**config.mk**
```make
export PLATFORM = sky130hd
export DESIGN_NAME = commit_trace_buffer_flat
export DESIGN_NICKNAME = d
export VERILOG_FILES = /design/src/rtl/commit_trace_buffer_if.sv /design/src/rtl/commit_trace_buffer.sv /design/src/flat_wrapper.sv
export SDC_FILE = /design/constraint.sdc
export NUM_CORES = 1
export LEC_CHECK = 0
export CORE_AREA = 2 2 242 268
export DETAILED_ROUTE_END_ITERATION = 10
export DIE_AREA = 0 0 244 270
export PLACE_DENSITY_LB_ADDON = 0.08
export RECOVER_POWER = 25
export SYNTH_ARGS = -nofsm -noshare
export SYNTH_HDL_FRONTEND = slang
export SYNTH_SLANG_ARGS = --single-unit
```
**constraint.sdc**
```tcl
create_clock -name clk -period 12.95 [get_ports clk]
set_input_delay 1.9425 -clock clk [delete_from_list [all_inputs] [get_ports clk]]
set_output_delay 1.9425 -clock clk [all_outputs]
set_load 0.05 [all_outputs]
```
**src/rtl/commit_trace_buffer_if.sv**
```systemverilog
// Commit trace bus: the commit-event input and the drained-trace output handshake.
interface commit_trace_buffer_if #(
  parameter int DATA_W = 16,
  parameter int INUM_W = 16
);
  localparam int ENTRY_W = 6 + INUM_W + 3 * DATA_W;

  logic               ev_valid;
  logic [1:0]         ev_kind;
  logic [DATA_W-1:0]  ev_pc;
  logic [3:0]         ev_reg;
  logic [DATA_W-1:0]  ev_data;
  logic [DATA_W-1:0]  ev_addr;

  logic               out_valid;
  logic               out_ready;
  logic [ENTRY_W-1:0] out_data;

  // The trace unit sees events as inputs and drives the drain side.
  modport slave (
    input  ev_valid, ev_kind, ev_pc, ev_reg, ev_data, ev_addr, out_ready,
    output out_valid, out_data
  );

  // The commit stage / consumer drive events and accept drained entries.
  modport master (
    output ev_valid, ev_kind, ev_pc, ev_reg, ev_data, ev_addr, out_ready,
    input  out_valid, out_data
  );
endinterface

```
**src/rtl/commit_trace_buffer.sv**
```systemverilog
// Retirement trace capture: records accepted commit events into a show-ahead
// FIFO, counts instructions, cycles and overflow drops, and stops capturing
// after a halt event or a watchdog timeout.
module commit_trace_buffer #(
  parameter int DATA_W      = 16,
  parameter int INUM_W      = 16,
  parameter int DEPTH       = 8,
  parameter int CYCLE_LIMIT = 100000,
  localparam int ENTRY_W    = 6 + INUM_W + 3 * DATA_W,
  localparam int PTR_W      = $clog2(DEPTH),
  localparam int CNT_W      = $clog2(DEPTH) + 1
) (
  input  logic                clk,
  input  logic                rst_n,
  input  logic                clear,
  input  logic [3:0]          kind_en,
  commit_trace_buffer_if.slave trace,
  output logic [CNT_W-1:0]    count,
  output logic [INUM_W-1:0]   inst_cnt,
  output logic [31:0]         cycle_cnt,
  output logic [15:0]         drop_cnt,
  output logic                halted,
  output logic                timeout,
  output logic                done
);

  localparam logic [CNT_W-1:0] DEPTH_C = CNT_W'(DEPTH);
  localparam logic [31:0]      LIMIT_C = 32'(CYCLE_LIMIT);
  localparam logic [1:0]       KIND_HALT = 2'b11;

  logic [ENTRY_W-1:0] mem_q [DEPTH];
  logic [ENTRY_W-1:0] mem_d [DEPTH];
  logic [PTR_W-1:0]   wr_ptr_q, wr_ptr_d;
  logic [PTR_W-1:0]   rd_ptr_q, rd_ptr_d;
  logic [CNT_W-1:0]   count_q, count_d;
  logic [INUM_W-1:0]  inst_cnt_q, inst_cnt_d;
  logic [31:0]        cycle_cnt_q, cycle_cnt_d;
  logic [15:0]        drop_cnt_q, drop_cnt_d;
  logic               halted_q, halted_d;
  logic               timeout_q, timeout_d;

  logic               accept;
  logic               halt_acc;
  logic               pop;
  logic               push;
  logic               running;
  logic [ENTRY_W-1:0] entry;

  // Accept/push/pop decisions for this cycle, based only on registered state.
  always_comb begin
    running  = ~halted_q & ~timeout_q;
    accept   = trace.ev_valid & kind_en[trace.ev_kind] & running;
    halt_acc = accept & (trace.ev_kind == KIND_HALT);
    pop      = (count_q != '0) & trace.out_ready;
    push     = accept & ((count_q < DEPTH_C) | pop);
    entry    = {trace.ev_kind, trace.ev_reg, inst_cnt_q,
                trace.ev_pc, trace.ev_data, trace.ev_addr};
  end

  // Next-state for the FIFO, counters and sticky flags; reset/clear wins.
  always_comb begin
    mem_d       = mem_q;
    wr_ptr_d    = wr_ptr_q;
    rd_ptr_d    = rd_ptr_q;
    count_d     = count_q;
    inst_cnt_d  = inst_cnt_q;
    cycle_cnt_d = cycle_cnt_q;
    drop_cnt_d  = drop_cnt_q;
    halted_d    = halted_q;
    timeout_d   = timeout_q;

    if (push) begin
      mem_d[wr_ptr_q] = entry;
      wr_ptr_d        = wr_ptr_q + 1'b1;
    end
    if (pop) begin
      rd_ptr_d = rd_ptr_q + 1'b1;
    end
    if (push && !pop) begin
      count_d = count_q + 1'b1;
    end else if (pop && !push) begin
      count_d = count_q - 1'b1;
    end

    if (accept) begin
      inst_cnt_d = inst_cnt_q + 1'b1;
      if (!push && drop_cnt_q != 16'hFFFF) begin
        drop_cnt_d = drop_cnt_q + 16'd1;
      end
    end

    if (running) begin
      cycle_cnt_d = cycle_cnt_q + 32'd1;
      if (cycle_cnt_d == LIMIT_C && !halt_acc) begin
        timeout_d = 1'b1;
      end
    end

    if (halt_acc) begin
      halted_d = 1'b1;
    end

    if (!rst_n || clear) begin
      wr_ptr_d    = '0;
      rd_ptr_d    = '0;
      count_d     = '0;
      inst_cnt_d  = '0;
      cycle_cnt_d = '0;
      drop_cnt_d  = '0;
      halted_d    = 1'b0;
      timeout_d   = 1'b0;
    end
  end

  // State registers; the storage array needs no reset since count gates it.
  always_ff @(posedge clk) begin
    mem_q       <= mem_d;
    wr_ptr_q    <= wr_ptr_d;
    rd_ptr_q    <= rd_ptr_d;
    count_q     <= count_d;
    inst_cnt_q  <= inst_cnt_d;
    cycle_cnt_q <= cycle_cnt_d;
    drop_cnt_q  <= drop_cnt_d;
    halted_q    <= halted_d;
    timeout_q   <= timeout_d;
  end

  // Show-ahead head entry, forced to zero when empty so reset reads as zero.
  always_comb begin
    trace.out_valid = (count_q != '0);
    trace.out_data  = trace.out_valid ? mem_q[rd_ptr_q] : '0;
    count           = count_q;
    inst_cnt        = inst_cnt_q;
    cycle_cnt       = cycle_cnt_q;
    drop_cnt        = drop_cnt_q;
    halted          = halted_q;
    timeout         = timeout_q;
    done            = halted_q & (count_q == '0);
  end

endmodule
```
**src/flat_wrapper.sv**
```systemverilog
// flat-port wrapper written by rule: the top's interface ports become plain ports
module commit_trace_buffer_flat 
#(
  parameter int DATA_W      = 16,
  parameter int INUM_W      = 16,
  parameter int DEPTH       = 8,
  parameter int CYCLE_LIMIT = 100000,
  localparam int ENTRY_W    = 6 + INUM_W + 3 * DATA_W,
  localparam int PTR_W      = $clog2(DEPTH),
  localparam int CNT_W      = $clog2(DEPTH) + 1
)
  (clk, rst_n, clear, kind_en, count, inst_cnt, cycle_cnt, drop_cnt, halted, timeout, done, trace_ev_valid, trace_ev_kind, trace_ev_pc, trace_ev_reg, trace_ev_data, trace_ev_addr, trace_out_ready, trace_out_valid, trace_out_data);
  commit_trace_buffer_if #(.DATA_W(DATA_W), .INUM_W(INUM_W)) trace_i ();
  input  logic clk;
  input  logic rst_n;
  input  logic clear;
  input  logic [3:0] kind_en;
  output logic [CNT_W-1:0] count;
  output logic [INUM_W-1:0] inst_cnt;
  output logic [31:0] cycle_cnt;
  output logic [15:0] drop_cnt;
  output logic halted;
  output logic timeout;
  output logic done;
  input wire logic [$bits(trace_i.ev_valid)-1:0] trace_ev_valid;
  input wire logic [$bits(trace_i.ev_kind)-1:0] trace_ev_kind;
  input wire logic [$bits(trace_i.ev_pc)-1:0] trace_ev_pc;
  input wire logic [$bits(trace_i.ev_reg)-1:0] trace_ev_reg;
  input wire logic [$bits(trace_i.ev_data)-1:0] trace_ev_data;
  input wire logic [$bits(trace_i.ev_addr)-1:0] trace_ev_addr;
  input wire logic [$bits(trace_i.out_ready)-1:0] trace_out_ready;
  output wire logic [$bits(trace_i.out_valid)-1:0] trace_out_valid;
  output wire logic [$bits(trace_i.out_data)-1:0] trace_out_data;
  assign trace_i.ev_valid = trace_ev_valid;
  assign trace_i.ev_kind = trace_ev_kind;
  assign trace_i.ev_pc = trace_ev_pc;
  assign trace_i.ev_reg = trace_ev_reg;
  assign trace_i.ev_data = trace_ev_data;
  assign trace_i.ev_addr = trace_ev_addr;
  assign trace_i.out_ready = trace_out_ready;
  assign trace_out_valid = trace_i.out_valid;
  assign trace_out_data = trace_i.out_data;
  commit_trace_buffer #(.DATA_W(DATA_W), .INUM_W(INUM_W), .DEPTH(DEPTH), .CYCLE_LIMIT(CYCLE_LIMIT)) u_core (.clk(clk), .rst_n(rst_n), .clear(clear), .kind_en(kind_en), .trace(trace_i), .count(count), .inst_cnt(inst_cnt), .cycle_cnt(cycle_cnt), .drop_cnt(drop_cnt), .halted(halted), .timeout(timeout), .done(done));
endmodule
```
Word level (Yosys, flattened, before mapping)

Cells that the tools add are included.

Output and inout bits: 142
Flip-flop bits (word level): 636
Bits of input ports: 63

Eq/ne operators: 3
Bitwise logic cells: 12
Add/subtract/negate cells: 7
Reduce and logical (&&, ||, !) cells: 15
Mux-type cells: 11
$lt $le $gt $ge: 5

Operators by type and width:

| cell                                                  | count |
|---|---|
| bitwise mux 560 bit                                   | 1 |
| two-way mux 70 bit                                    | 4 |
| binary-select mux 70 bit (select 3 bit)               | 1 |
| demux 70 bit (select 3 bit)                           | 1 |
| adder 16 x 1 -> 16 bit, second input constant         | 2 |
| adder 32 x 1 -> 32 bit, second input constant         | 1 |
| equality test 32 x 17 -> 1 bit, second input constant | 1 |
| inequality test 16 bit, second input constant         | 1 |
| >= comparator 4 bit, second input constant            | 2 |
| two-way mux 4 bit                                     | 2 |
| NOT 3 -> 4 bit                                        | 2 |
| AND 1 bit                                             | 7 |
| adder 3 x 1 -> 3 bit, second input constant           | 2 |
| logical AND 1 bit                                     | 5 |
| adder 4 x 1 -> 4 bit, second input constant           | 1 |
| logical NOT 1 bit                                     | 4 |
| logical NOT 4 bit                                     | 1 |
| < comparator 4 x 1 -> 1 bit, second input constant    | 1 |
| < comparator 4 bit, second input constant             | 1 |
| AND reduction 2 bit                                   | 2 |
| nonzero test 4 bit                                    | 1 |
| subtractor 4 x 1 -> 4 bit, second input constant      | 1 |
| < comparator 2 x 3 -> 1 bit, second input constant    | 1 |
| binary-select mux 1 bit (select 2 bit)                | 1 |
| other kinds (6)                                       | 7 |

Longest topological paths before layout

Depth after elaboration: 9
Gate-level depth with buffers: 13
Depth with buffers taken out: 11

Worst setup path after synthesis

No wires, ideal clock.

Kind: input to register
Start: in trace_ev_kind[0]
End: reg u_core.mem_q[490] (netlist bit), enable pin
Stages on the path: 7
Arrival: 7.919 ns
Required time: 12.366 ns
Library setup time: 0.584 ns
Slack: 4.447 ns
Cells stage by stage: mux4_2 > and3_1 > clkbuf_1 > and2_1 > clkbuf_1 > nand2b_1 > nor3_1

Longest elaborated chain between the ends: 5

Ends and longest elaborated chain:

| item                                    | RTL line                   | text |
|---|---|---|
| start: declaration                      | flat_wrapper.sv:26         | `input wire logic [$bits(trace_i.ev_kind)-1:0] trace_ev_kind;` |
| binary-select mux 1 bit (select 2 bit)  | commit_trace_buffer.sv:52  | `accept = trace.ev_valid & kind_en[trace.ev_kind] & running;` |
| two-way mux 1 bit (implied by the code) | commit_trace_buffer.sv:52  |  |
| AND 1 bit (2 in a row)                  | commit_trace_buffer.sv:52  |  |
| AND 1 bit                               | commit_trace_buffer.sv:55  | `push = accept & ((count_q < DEPTH_C) \| pop);` |
| via u_core.push                         | commit_trace_buffer.sv:45  | `logic push;` |
| end signal: assignment                  | commit_trace_buffer.sv:117 | `mem_q <= mem_d;` |
| end: declaration                        | commit_trace_buffer.sv:31  | `logic [ENTRY_W-1:0] mem_q [DEPTH];` |

The timed path passes the listed nets, and every way through them passes these cells. The select of a mux whose other input is x is not followed.
A chain may end at the register's enable or synchronous reset.

Final worst setup path

Start: reg u_core.rd_ptr_q[1]
End: out trace_out_data[47]

Longest elaborated chain between the ends: 5

Ends and longest elaborated chain:

| item                                                  | RTL line                   | text |
|---|---|---|
| start: declaration                                    | commit_trace_buffer.sv:34  | `logic [PTR_W-1:0] rd_ptr_q, rd_ptr_d;` |
| start signal: assignment                              | commit_trace_buffer.sv:119 | `rd_ptr_q <= rd_ptr_d;` |
| NOT 3 -> 4 bit (implied by the code)                  | commit_trace_buffer.sv:131 | `trace.out_data = trace.out_valid ? mem_q[rd_ptr_q] : '0;` |
| binary-select mux 70 bit (select 3 bit)               | commit_trace_buffer.sv:131 |  |
| two-way mux 70 bit (implied by the code) (2 in a row) | commit_trace_buffer.sv:131 |  |
| two-way mux 70 bit                                    | commit_trace_buffer.sv:131 |  |
| end: declaration                                      | flat_wrapper.sv:33         | `output wire logic [$bits(trace_i.out_data)-1:0] trace_out_data;` |

Every way passes these cells. The select of a mux whose other input is x is not followed.

==> flow_summary.ini <==
[outcome]
status = finished, final reports clean

[yosys]
ys_async_sr_fraction = 0
avgSynthCellArea_um2 = 18.3
yosys_register_bits = 636
synthFlopType = edfxtp_1
synth_enable_flop_cells = 560
synth_cells = 1373
synth_cell_type_count = 53
yosysWarningCount = 0
syn-num-nets = 1446
syn-cell-area_um2 = 25100
yosysSeqAreaShare = 0.730

[timing]
tightest_slew_ns = 1.12
slew_viol_final = 0
min_period_over_period = 0.491
hold_viol_final = 0
period_needed_ns = 6.36
rsz0062_at_grt = false
fmax_mhz = 157
fin_skew_ns = 0.0107
setup_viol = 0
max-slew-margin-rel = 0.255
setup_tns_ns = 0

[placed_design]
dp_hpwl_um = 31400
io_buffers = 204
dpl_cell_area_um2 = 28100
place_congestion = 0.772

[pwr]
p_leak_uw = 0.00901
total_power_uw = 4590
peakVddDrop_uv = 83.5
powerDensity_nw_per_um2 = 152

[layout]
final_layout_size_suffix_gt1_frac = 0.166
syn2layout_area_growth_pct = 20.4
nets = 1671
design_area_um2 = 30200

[clock_network]
cts_buffer_depth = 3
h-tree-depth = 3
cts_tree = yes
post_cts_buffers = 0
numCtsBuffers = 70
clk_pin_slew_ns = 0.06
insertion_delay_ns = 0.58
cts_resized = 0
cts_hold_buf = 0
clock_sinks = 636
clock-root-buffer = clkbuf_16

[setup_path]
cp-start-kind = flop
r2r_slack_ns = 9.21
crit_path_max_fanout = 71
arrival_ns = 4.42
crit_type = reg2out
required_ns = 11.01
end_kind = primary output

[route]
vias = 13100
drt_pre_antenna_iters = 4
drt-wirelength-per-cell_um = 22.6
viasPerCell = 5.25
routed_wl_um = 56300
antenna_left = 0
drtIter0Drc = 804
drcViolationCount = 0

[floorplanning]
core.rowCount = 97
pin_count = 205
die_h_um = 270
start_util = 0.397
die_area_um2 = 65900
fp.dieW_um = 244
coreArea_um2 = 63200

[global_routing]
grt_pass1_wl_um = 86400
grtUsageTotal = 0.173
grt_overflow = 0
antenna_found_initial = 5
grt_pass1_vias = 14000
grt_max_degree = 105

[hold_path]
hp-class = reg2reg

[flow_run]
drv_cap = 0
cells in the final DEF, fill, tap and decap left out, types with 3 or more instances in the layout:
master,count
a211oi_1,3
a21oi_1,20
a31oi_1,4
and3_1,12
and4_1,3
buf_4,17
clkbuf_1,15
clkbuf_16,73
clkdlybuf4s50_1,177
clkinv_1,15
clkinv_2,9
clkinvlp_4,3
dfxtp_1,73
dfxtp_4,3
dlygate4sd3_1,27
edfxtp_1,560
ha_1,9
inv_1,5
mux2i_1,73
mux4_2,141
nand2_1,38
nand2b_1,5
nand3_1,34
nand4_1,21
nor2_1,148
nor2_4,6
nor3_1,12
nor4_1,4
o21ai_0,17
o31ai_1,3
or3_1,12
xnor2_1,25
xor2_1,42
flip-flops by register name, indices dropped and copies added (netlist names):
signal	flops
u_core.cycle_cnt	32
u_core.rd_ptr_q	3
u_core.inst_cnt	16
u_core.timeout	1
u_core.wr_ptr_q	3
u_core.halted	1
u_core.mem_q	560
u_core.count	4
u_core.drop_cnt	16
stage by stage:
| step | util | setup WS [ns] | hold WS (ns) | std cells |
|---|---|---|---|---|
| 6_report | 0.478 | 6.59 | 0.499 | 2489 |
| 3_5_place_dp | 0.445 | 6.99 | 0.496 | 2367 |
| 2_1_floorplan | - | 4.45 | 0.476 | 1373 |
| 4_1_cts | 0.478 | 6.42 | 0.507 | 2488 |
| 3_3_place_gp | 0.445 | 7.01 | 0.488 | 2367 |
| 5_1_grt | 0.478 | 6.27 | 0.546 | 2488 |
worst paths after layout:
path | to | cells past startpoint | start
hold reg to reg | u_core.drop_cnt[1] | 2 | u_core.drop_cnt[1]
setup / recovery | trace_out_data[47] | 6 | u_core.rd_ptr_q[1]
hold / removal | u_core.drop_cnt[1] | 2 | u_core.drop_cnt[1]
setup reg to reg | u_core.count[3] | 12 | u_core.count[0]
power by group:
| group | leakage [µW] | total (µW) | switching [µW] | internal, µW |
|---|---|---|---|---|
| Sequential | 0.00553 | 2260 | 13.5 | 2250 |
| Combinational | 0.00246 | 484 | 319 | 165 |
| Clock | 0.00102 | 1840 | 772 | 1070 |
| Total | 0.00901 | 4590 | 1100 | 3480 |
worst max-delay path: stages, from the launching register on:
cell and delay [ns]:
dfxtp_4 0.52, buf_4 0.72, buf_4 0.98, mux4_2 0.37, mux2i_1 0.09, nor2_1 0.24, clkdlybuf4s50_1 0.86
per-layer routing:
layer | vias up | track usage | share of wire
li1 | 5898 | - | -
met1 | 6789 | 0.228 | 0.43
met2 | 280 | 0.287 | 0.49
met3 | 83 | 0.0376 | 0.053
met4 | 6 | 0.0528 | 0.021
met5 | - | 0 | 0.00073
layout make-up:
type	count	area, µm²
Inverter	5	18.8
Fill cell	5389	33000
Multi-Input combinational cell	663	6530
Sequential cell	636	18300
Antenna cell	1	2.50
Tap cell	841	1050
Clock inverter	32	206
Clock buffer	89	1900
Timing Repair Buffer	222	2190
synthesized netlist by cell type, types with 4 or more instances:
master    count  area [µm²]
xnor2_1      25         219
o21ai_0      17        85.1
a21oi_1      20         100
nor3_1       14        70.1
and3_1       12        75.1
edfxtp_1    560       16800
a31oi_1       4        25.0
mux2i_1      73         731
nor2_1      154         578
nor4_1        5        31.3
nand2_1      38         143
xor2_1       42         368
buf_1        19        71.3
nand4_1      21         131
nand2b_1      6        37.5
ha_1          9         113
inv_1         5        18.8
clkbuf_1     42         158
nand3_1      34         170
dfxtp_1      76        1520
or3_1        12        75.1
mux4_2      141        3180
kinds of logic after synthesis:
family	count (synthesis)	synth area share
AOI/OAI and AO/OA	56	0.0131
xor gates and xnor gates	67	0.0234
adders and majority gates	10	0.00528
buffers and inverters	74	0.0127
DFF	636	0.730
muxes	214	0.155
and+or+nand+nor	316	0.0602
No activity file was read; power rests on OpenSTA's default activity.
